File: config.mk
export PLATFORM = sky130hd
export DESIGN_NAME = numbotron_sequencer
export DESIGN_NICKNAME = d
export VERILOG_FILES = /design/src/rtl/numbotron_pkg.sv /design/src/rtl/numbotron_button_edge.sv /design/src/rtl/numbotron_sequencer.sv
export SDC_FILE = /design/constraint.sdc
export NUM_CORES = 1
export LEC_CHECK = 0
export CAP_MARGIN = 20
export CORE_ASPECT_RATIO = 1.25
export CORE_MARGIN = 8
export CORE_UTILIZATION = 40
export CTS_CLUSTER_DIAMETER = 80
export CTS_CLUSTER_SIZE = 40
export DETAILED_ROUTE_END_ITERATION = 8
export PLACE_DENSITY = 0.58
export SLEW_MARGIN = 15
export SYNTH_ARGS = -nofsm -noshare
export SYNTH_HDL_FRONTEND = slang
export SYNTH_SLANG_ARGS = --single-unit
File: constraint.sdc
create_clock -name clk -period 5.4 [get_ports clk]
set_clock_uncertainty 0.1 [all_clocks]
set_input_delay 1.08 -clock clk [delete_from_list [all_inputs] [get_ports clk]]
set_output_delay 1.08 -clock clk [all_outputs]
set_load 0.03 [all_outputs]
File: src/rtl/numbotron_pkg.sv
// Shared definitions for the counter-machine sequencer: opcodes, FSM states and
// instruction-word field extraction parameterised on register-index and pc widths.
package numbotron_pkg;

  localparam logic [1:0] OP_INC   = 2'd0;
  localparam logic [1:0] OP_DECJZ = 2'd1;
  localparam logic [1:0] OP_HALT  = 2'd2;
  localparam logic [1:0] OP_NOP   = 2'd3;

  typedef enum logic [1:0] {
    S_EDIT = 2'd0,
    S_RUN  = 2'd1,
    S_STEP = 2'd2,
    S_HALT = 2'd3
  } state_t;

  // Instruction layout: {op[1:0], ridx[ridx_w], tgt_a[pc_w], tgt_b[pc_w]}
  function automatic int unsigned insn_w(input int unsigned ridx_w, input int unsigned pc_w);
    return 2 + ridx_w + 2 * pc_w;
  endfunction

  function automatic logic [31:0] field_mask(input int unsigned w);
    return (32'd1 << w) - 32'd1;
  endfunction

  function automatic logic [31:0] insn_op(input logic [31:0] insn, input int unsigned ridx_w,
                                          input int unsigned pc_w);
    return (insn >> (ridx_w + 2 * pc_w)) & 32'd3;
  endfunction

  function automatic logic [31:0] insn_ridx(input logic [31:0] insn, input int unsigned ridx_w,
                                            input int unsigned pc_w);
    return (insn >> (2 * pc_w)) & field_mask(ridx_w);
  endfunction

  function automatic logic [31:0] insn_tgt_a(input logic [31:0] insn, input int unsigned pc_w);
    return (insn >> pc_w) & field_mask(pc_w);
  endfunction

  function automatic logic [31:0] insn_tgt_b(input logic [31:0] insn, input int unsigned pc_w);
    return insn & field_mask(pc_w);
  endfunction

endpackage

File: src/rtl/numbotron_button_edge.sv
// Step-button conditioning: two-flop synchroniser followed by a registered
// rising-edge detector producing a single-cycle pulse.
module numbotron_button_edge (
  input  logic clk,
  input  logic rst,
  input  logic i_btn,
  output logic o_pulse
);

  logic r_sync1;
  logic r_sync2;
  logic r_prev;
  logic r_pulse;

  always_ff @(posedge clk or posedge rst) begin
    if (rst) begin
      r_sync1 <= 1'b0;
      r_sync2 <= 1'b0;
      r_prev  <= 1'b0;
      r_pulse <= 1'b0;
    end else begin
      r_sync1 <= i_btn;
      r_sync2 <= r_sync1;
      r_prev  <= r_sync2;
      r_pulse <= r_sync2 & ~r_prev;
    end
  end

  assign o_pulse = r_pulse;

endmodule

File: src/rtl/numbotron_sequencer.sv
// Minsky-style counter-machine thread: editable program RAM, preloadable counters,
// INC / DECJZ / HALT / NOP executed one per qualified tick or step press.
module numbotron_sequencer #(
  parameter  int unsigned NUM_REGS   = 8,
  parameter  int unsigned REG_W      = 8,
  parameter  int unsigned PROG_DEPTH = 32,
  parameter  bit          SATURATE   = 1'b0,
  localparam int unsigned RIDX_W     = $clog2(NUM_REGS),
  localparam int unsigned PC_W       = $clog2(PROG_DEPTH),
  localparam int unsigned INSN_W     = numbotron_pkg::insn_w(RIDX_W, PC_W)
) (
  input  logic                clk,
  input  logic                rstb,
  input  logic                tick,
  input  logic                step_btn,
  input  logic [1:0]          mode,
  input  logic                prog_we,
  input  logic [PC_W-1:0]     prog_addr,
  input  logic [INSN_W-1:0]   prog_data,
  input  logic                reg_we,
  input  logic [RIDX_W-1:0]   reg_widx,
  input  logic [REG_W-1:0]    reg_wdata,
  input  logic [RIDX_W-1:0]   dbg_idx,
  output logic [REG_W-1:0]    dbg_data,
  output logic [PC_W-1:0]     pc,
  output logic [1:0]          state,
  output logic                fire,
  output logic [NUM_REGS-1:0] inc_regs,
  output logic [NUM_REGS-1:0] dec_regs,
  output logic                halted,
  output logic                overflow
);
  import numbotron_pkg::*;

  state_t              r_state;
  logic [PC_W-1:0]     r_pc;
  logic [REG_W-1:0]    r_cnt  [NUM_REGS];
  logic [INSN_W-1:0]   r_prog [PROG_DEPTH];
  logic                r_fire;
  logic [NUM_REGS-1:0] r_inc;
  logic [NUM_REGS-1:0] r_dec;
  logic                r_ovf;

  logic                w_step_pulse;
  logic [31:0]         w_insn32;
  logic [1:0]          w_op;
  logic [RIDX_W-1:0]   w_ridx;
  logic [31:0]         w_tgt_a32;
  logic [31:0]         w_tgt_b32;
  logic [PC_W-1:0]     w_pc_a;
  logic [PC_W-1:0]     w_pc_b;
  logic [REG_W-1:0]    w_cur;
  logic                w_all1;
  logic                w_zero;
  logic [REG_W-1:0]    w_inc_val;
  state_t              w_mode_st;
  logic                w_exec;
  logic                w_edit;

  numbotron_button_edge u_step_edge (
    .clk     (clk),
    .rst     (rstb),
    .i_btn   (step_btn),
    .o_pulse (w_step_pulse)
  );

  always_ff @(posedge clk) begin
    if (prog_we && w_edit) r_prog[prog_addr] <= prog_data;
  end

  assign w_insn32  = 32'(r_prog[r_pc]);
  assign w_op      = 2'(insn_op(w_insn32, RIDX_W, PC_W));
  assign w_ridx    = RIDX_W'(insn_ridx(w_insn32, RIDX_W, PC_W));
  assign w_tgt_a32 = insn_tgt_a(w_insn32, PC_W);
  assign w_tgt_b32 = insn_tgt_b(w_insn32, PC_W);

  // Targets beyond a non-power-of-2 program restart at 0
  assign w_pc_a = (w_tgt_a32 < PROG_DEPTH) ? PC_W'(w_tgt_a32) : '0;
  assign w_pc_b = (w_tgt_b32 < PROG_DEPTH) ? PC_W'(w_tgt_b32) : '0;

  assign w_cur     = r_cnt[w_ridx];
  assign w_all1    = &w_cur;
  assign w_zero    = ~|w_cur;
  assign w_inc_val = w_all1 ? (SATURATE ? w_cur : '0) : w_cur + 1'b1;

  always_comb begin
    w_mode_st = S_EDIT;
    case (mode)
      2'd1:    w_mode_st = S_RUN;
      2'd2:    w_mode_st = S_STEP;
      default: w_mode_st = S_EDIT;
    endcase
  end

  // A pending mode change suppresses execution in the same cycle
  assign w_exec = ((r_state == S_RUN)  && (w_mode_st == S_RUN)  && tick) ||
                  ((r_state == S_STEP) && (w_mode_st == S_STEP) && w_step_pulse);
  assign w_edit = (r_state == S_EDIT);

  always_ff @(posedge clk or posedge rstb) begin
    if (rstb) begin
      r_state <= S_EDIT;
      r_pc    <= '0;
      r_fire  <= 1'b0;
      r_inc   <= '0;
      r_dec   <= '0;
      r_ovf   <= 1'b0;
      for (int unsigned i = 0; i < NUM_REGS; i++) r_cnt[i] <= '0;
    end else begin
      r_fire <= w_exec;
      r_inc  <= '0;
      r_dec  <= '0;

      case (r_state)
        S_EDIT, S_RUN, S_STEP: begin
          if (w_mode_st != r_state) r_state <= w_mode_st;
        end
        S_HALT: begin
          if (w_mode_st == S_EDIT) begin
            r_state <= S_EDIT;
            r_pc    <= '0;
          end
        end
      endcase

      if (reg_we && w_edit) r_cnt[reg_widx] <= reg_wdata;

      if (w_exec) begin
        case (w_op)
          OP_INC: begin
            r_cnt[w_ridx] <= w_inc_val;
            r_inc[w_ridx] <= 1'b1;
            if (w_all1) r_ovf <= 1'b1;
            r_pc <= w_pc_a;
          end
          OP_DECJZ: begin
            if (w_zero) begin
              r_pc <= w_pc_b;
            end else begin
              r_cnt[w_ridx] <= w_cur - 1'b1;
              r_dec[w_ridx] <= 1'b1;
              r_pc          <= w_pc_a;
            end
          end
          OP_HALT: r_state <= S_HALT;
          default: r_pc <= w_pc_a;
        endcase
      end
    end
  end

  assign dbg_data = r_cnt[dbg_idx];
  assign pc       = r_pc;
  assign state    = r_state;
  assign fire     = r_fire;
  assign inc_regs = r_inc;
  assign dec_regs = r_dec;
  assign halted   = (r_state == S_HALT);
  assign overflow = r_ovf;

endmodule

==> impl_metrics.py <==
metrics = {
    "clock_network": {
        "cts.path.max_buffers": 3,
        "tritoncts": "done",
        "post_cts_buffers": 0,
        "cts.clk_slew.worst_paths_ps": 120,
        "clock_latency_ps": 630,
        "cts_buffers": 28,
        "cts_max_level": 1,
        "clock_tree.root_cell": "clkbuf_16",
        "cts_resized": 0,
        "clkSinkCount": 573,
        "hold_buffers": 0,
    },
    "logic_synthesis": {
        "syn_area_um2": 24860,
        "synth_top_family_by_area": "multiplexers",
        "synth_top_area_share_pct": 57.98,
        "ys_types": 84,
        "synth.avg_cell_area_um2": 17.35,
        "synth_adder_area_share_pct": 0.3523,
        "synth-seq-cells": 573,
        "synthMostInstantiatedCell": "edfxtp_1",
        "synth_common_cells": "480 x edfxtp_1, 152 x mux4_2, 104 x nor2_1, 93 x dfrtp_1, 90 x mux2i_1",
        "yosys.area.top_type": "edfxtp_1",
        "ys_seq_area_share_pct": 67.34,
        "yosys.area_share.simple_pct": 6.050,
        "ys.flop_type": "edfxtp_1",
        "synthCells": 1433,
        "yosysWarnings": 0,
        "synth_nets": 1482,
        "synthMuxAreaShare_pct": 18.71,
        "yosys.area_share.xor_xnor_pct": 0.1762,
        "yosys-top-cells-area": "edfxtp_1 58%, mux4_2 14%, dfrtp_1 9.4%",
        "synth-edff-count": 480,
        "async_flop_share_pct": 16.23,
        "synth_compound_area_share_pct": 5.557,
    },
    "power_and_ir_drop": {
        "p_int_mw": 8.182,
        "ir_drop_mv": 0.2613,
        "p_clk_share_pct": 21.9,
        "sw_frac_of_total_pct": 38.53,
        "p_seq_share_pct": 41.0,
        "leakage_nw": 9.111,
        "p_comb_share_pct": 37.1,
        "powerDensity_nw_per_um2": 473.1,
        "p_sw_mw": 5.128,
    },
    "timing": {
        "setup-tns-final_ps": 0,
        "hold_ws_ps": 263.0,
        "finalMaxSlewViolations": 0,
        "worst_pin_slew_ps": 1025,
        "period_share_pct": 91.31,
        "min_period_ps": 4931,
        "hold_viol_final": 0,
        "setup_violations": 0,
        "max_freq_mhz": 202.8,
        "slew_headroom_pct": 31.46,
        "rsz0062_at_grt": "false",
    },
    "global_route": {
        "grt_pass1_vias": 14400,
        "antenna_found_initial": 1,
        "grt_max_degree": 99,
        "grt_pass1_wl_um": 99280,
        "grt_usage_pct": 19.22,
        "gr-total-overflow": 0,
    },
    "floorplan": {
        "core_um2": 61770,
        "num_rows": 102,
        "io_pins": 76,
        "fp.dieH_um": 294.7,
        "start_util_pct": 40.24,
        "die_area_um2": 70430,
        "die_w_um": 239.0,
    },
    "worst_setup_path": {
        "cp_max_fo": 35,
        "worstSetupPathType": "flop to flop",
        "end_kind": "flop",
        "cp.arrival_ps": 5340,
        "cp-start-kind": "flop",
        "crit_required_ps": 5810,
    },
    "routing": {
        "route.detailed.drc": 0,
        "ant_nets": 0,
        "via_count": 14030,
        "drt_iter0_drc": 1376,
        "wire_per_inst_um": 28.70,
        "wl_um": 68390,
        "first_pass_iters": 5,
        "vias_per_cell": 5.888,
    },
    "min_path": {
        "hold_path.class": "flop to flop",
    },
    "job": {
        "drv_cap": 0,
    },
    "cells_and_area": {
        "drive_above_1_share_pct": 24.65,
        "ff_latch_area_um2": 16750,
        "n_fill_cell": 5330,
        "area_growth_syn_to_layout_pct": 13.17,
        "multi_input_area_um2": 7775,
        "nNetsFinal": 1577,
    },
    "placement": {
        "gp_congestion": 1.005,
        "io_buffers": 75,
        "dp_hpwl_um": 44440,
    },
    "status": {
        "status": "completed",
    },
}
-- sequential cells by signal (all words and copies together), names as in the netlist, 2 cells and up --
signal,flops
state,2
pc,5
r_prog,480
inc_regs,8
dec_regs,8
r_cnt,64
-- cell families (layout without fill, tap and decap cells) --
logic type      count (synthesis)  count (layout)
other cells                     0               1
xor+xnor                        5               5
flops                         573             573
compound gates                189             189
fa+ha+maj                       7               7
simple gates                  298             298
buf+inv                        90             207
mux                           271             271
-- critical path, cell delays in order (launching register included) --
cell and delay [ps]:
dfrtp_4 860, nor2b_1 90, a2111oi_0 440, buf_4 200
o31a_1 630, nand2_2 330, mux2i_1 380, a32oi_1 260
a21oi_4 380, a31o_1 460, and2_1 320, nor3b_1 80
a211o_1 280
-- worst paths after layout --
check | slack [ps] | to | cells past startpoint | startpoint
max | 470 | pc[4]$_DFF_PP0_ | 12 | pc[1]$_DFF_PP0_
min | 260 | u_step_edge.r_sync2$_DFF_PP0_ | 0 | u_step_edge.r_sync1$_DFF_PP0_
max reg2reg | 470 | pc[4]$_DFF_PP0_ | 12 | pc[1]$_DFF_PP0_
min reg2reg | 260 | u_step_edge.r_sync2$_DFF_PP0_ | 0 | u_step_edge.r_sync1$_DFF_PP0_
max in group asynchronous | 3310 | r_cnt[39]$_DFF_PP0_ | 3 | rstb
min in group asynchronous | 870 | state[0]$_DFF_PP0_ | 2 | rstb
-- per-stage QoR --
stage	utilization, %	cell area (um^2)	worst slack, ps	std cells	power, mW
floorplan	-	24860	301.7	1433	8.754
global placement	43.54	26890	649.9	2326	10.40
detailed placement	43.54	26890	601.2	2326	10.43
CTS	45.45	28080	561.5	2378	13.32
global route	45.54	28130	319.0	2382	13.84
finish	45.55	28130	469.2	2383	13.31
-- layout by cell type, fill, tap and decap left out, types with 43 or more instances in the layout --
| cell | netlist | routed |
|---|---|---|
| buf_4 | 6 | 68 |
| clkdlybuf4s50_1 | 0 | 74 |
| dfrtp_1 | 93 | 90 |
| edfxtp_1 | 480 | 480 |
| mux2i_1 | 90 | 90 |
| mux4_2 | 152 | 152 |
| nand2_1 | 72 | 72 |
| nand3_1 | 46 | 46 |
| nor2_1 | 104 | 71 |
| o21ai_0 | 43 | 43 |
-- layer usage --
metal / GRT usage [%] / share of wire, % / wire length [um]
met2: 35.54 / 54 / 36720
met1: 22.81 / 37 / 25550
met3: 2.076 / 5.0 / 3405
met5: 0 / 0.019 / 13
met4: 7.138 / 3.9 / 2695
-- power by group through the flow --
stage               sequential (mW)  clock [mW]  combinational (mW)
floorplan                      5.31           0                3.45
global placement               5.56           0                4.85
detailed placement             5.55           0                4.88
CTS                            5.45        2.98                4.89
global route                   5.49        3.11                5.24
finish                         5.46        2.91                4.94
-- layout make-up --
| type | count | share of cell area [%] |
|---|---|---|
| Sequential cell | 573 | 59.55 |
| Multi-Input combinational cell | 770 | 27.64 |
| Timing Repair Buffer | 149 | 4.821 |
| Tap cell | 832 | 3.700 |
| Clock buffer | 29 | 2.580 |
| Clock inverter | 23 | 1.619 |
| Inverter | 6 | 0.08895 |
| Antenna cell | 1 | 0.008895 |
No activity file was read; power rests on OpenSTA's default activity.
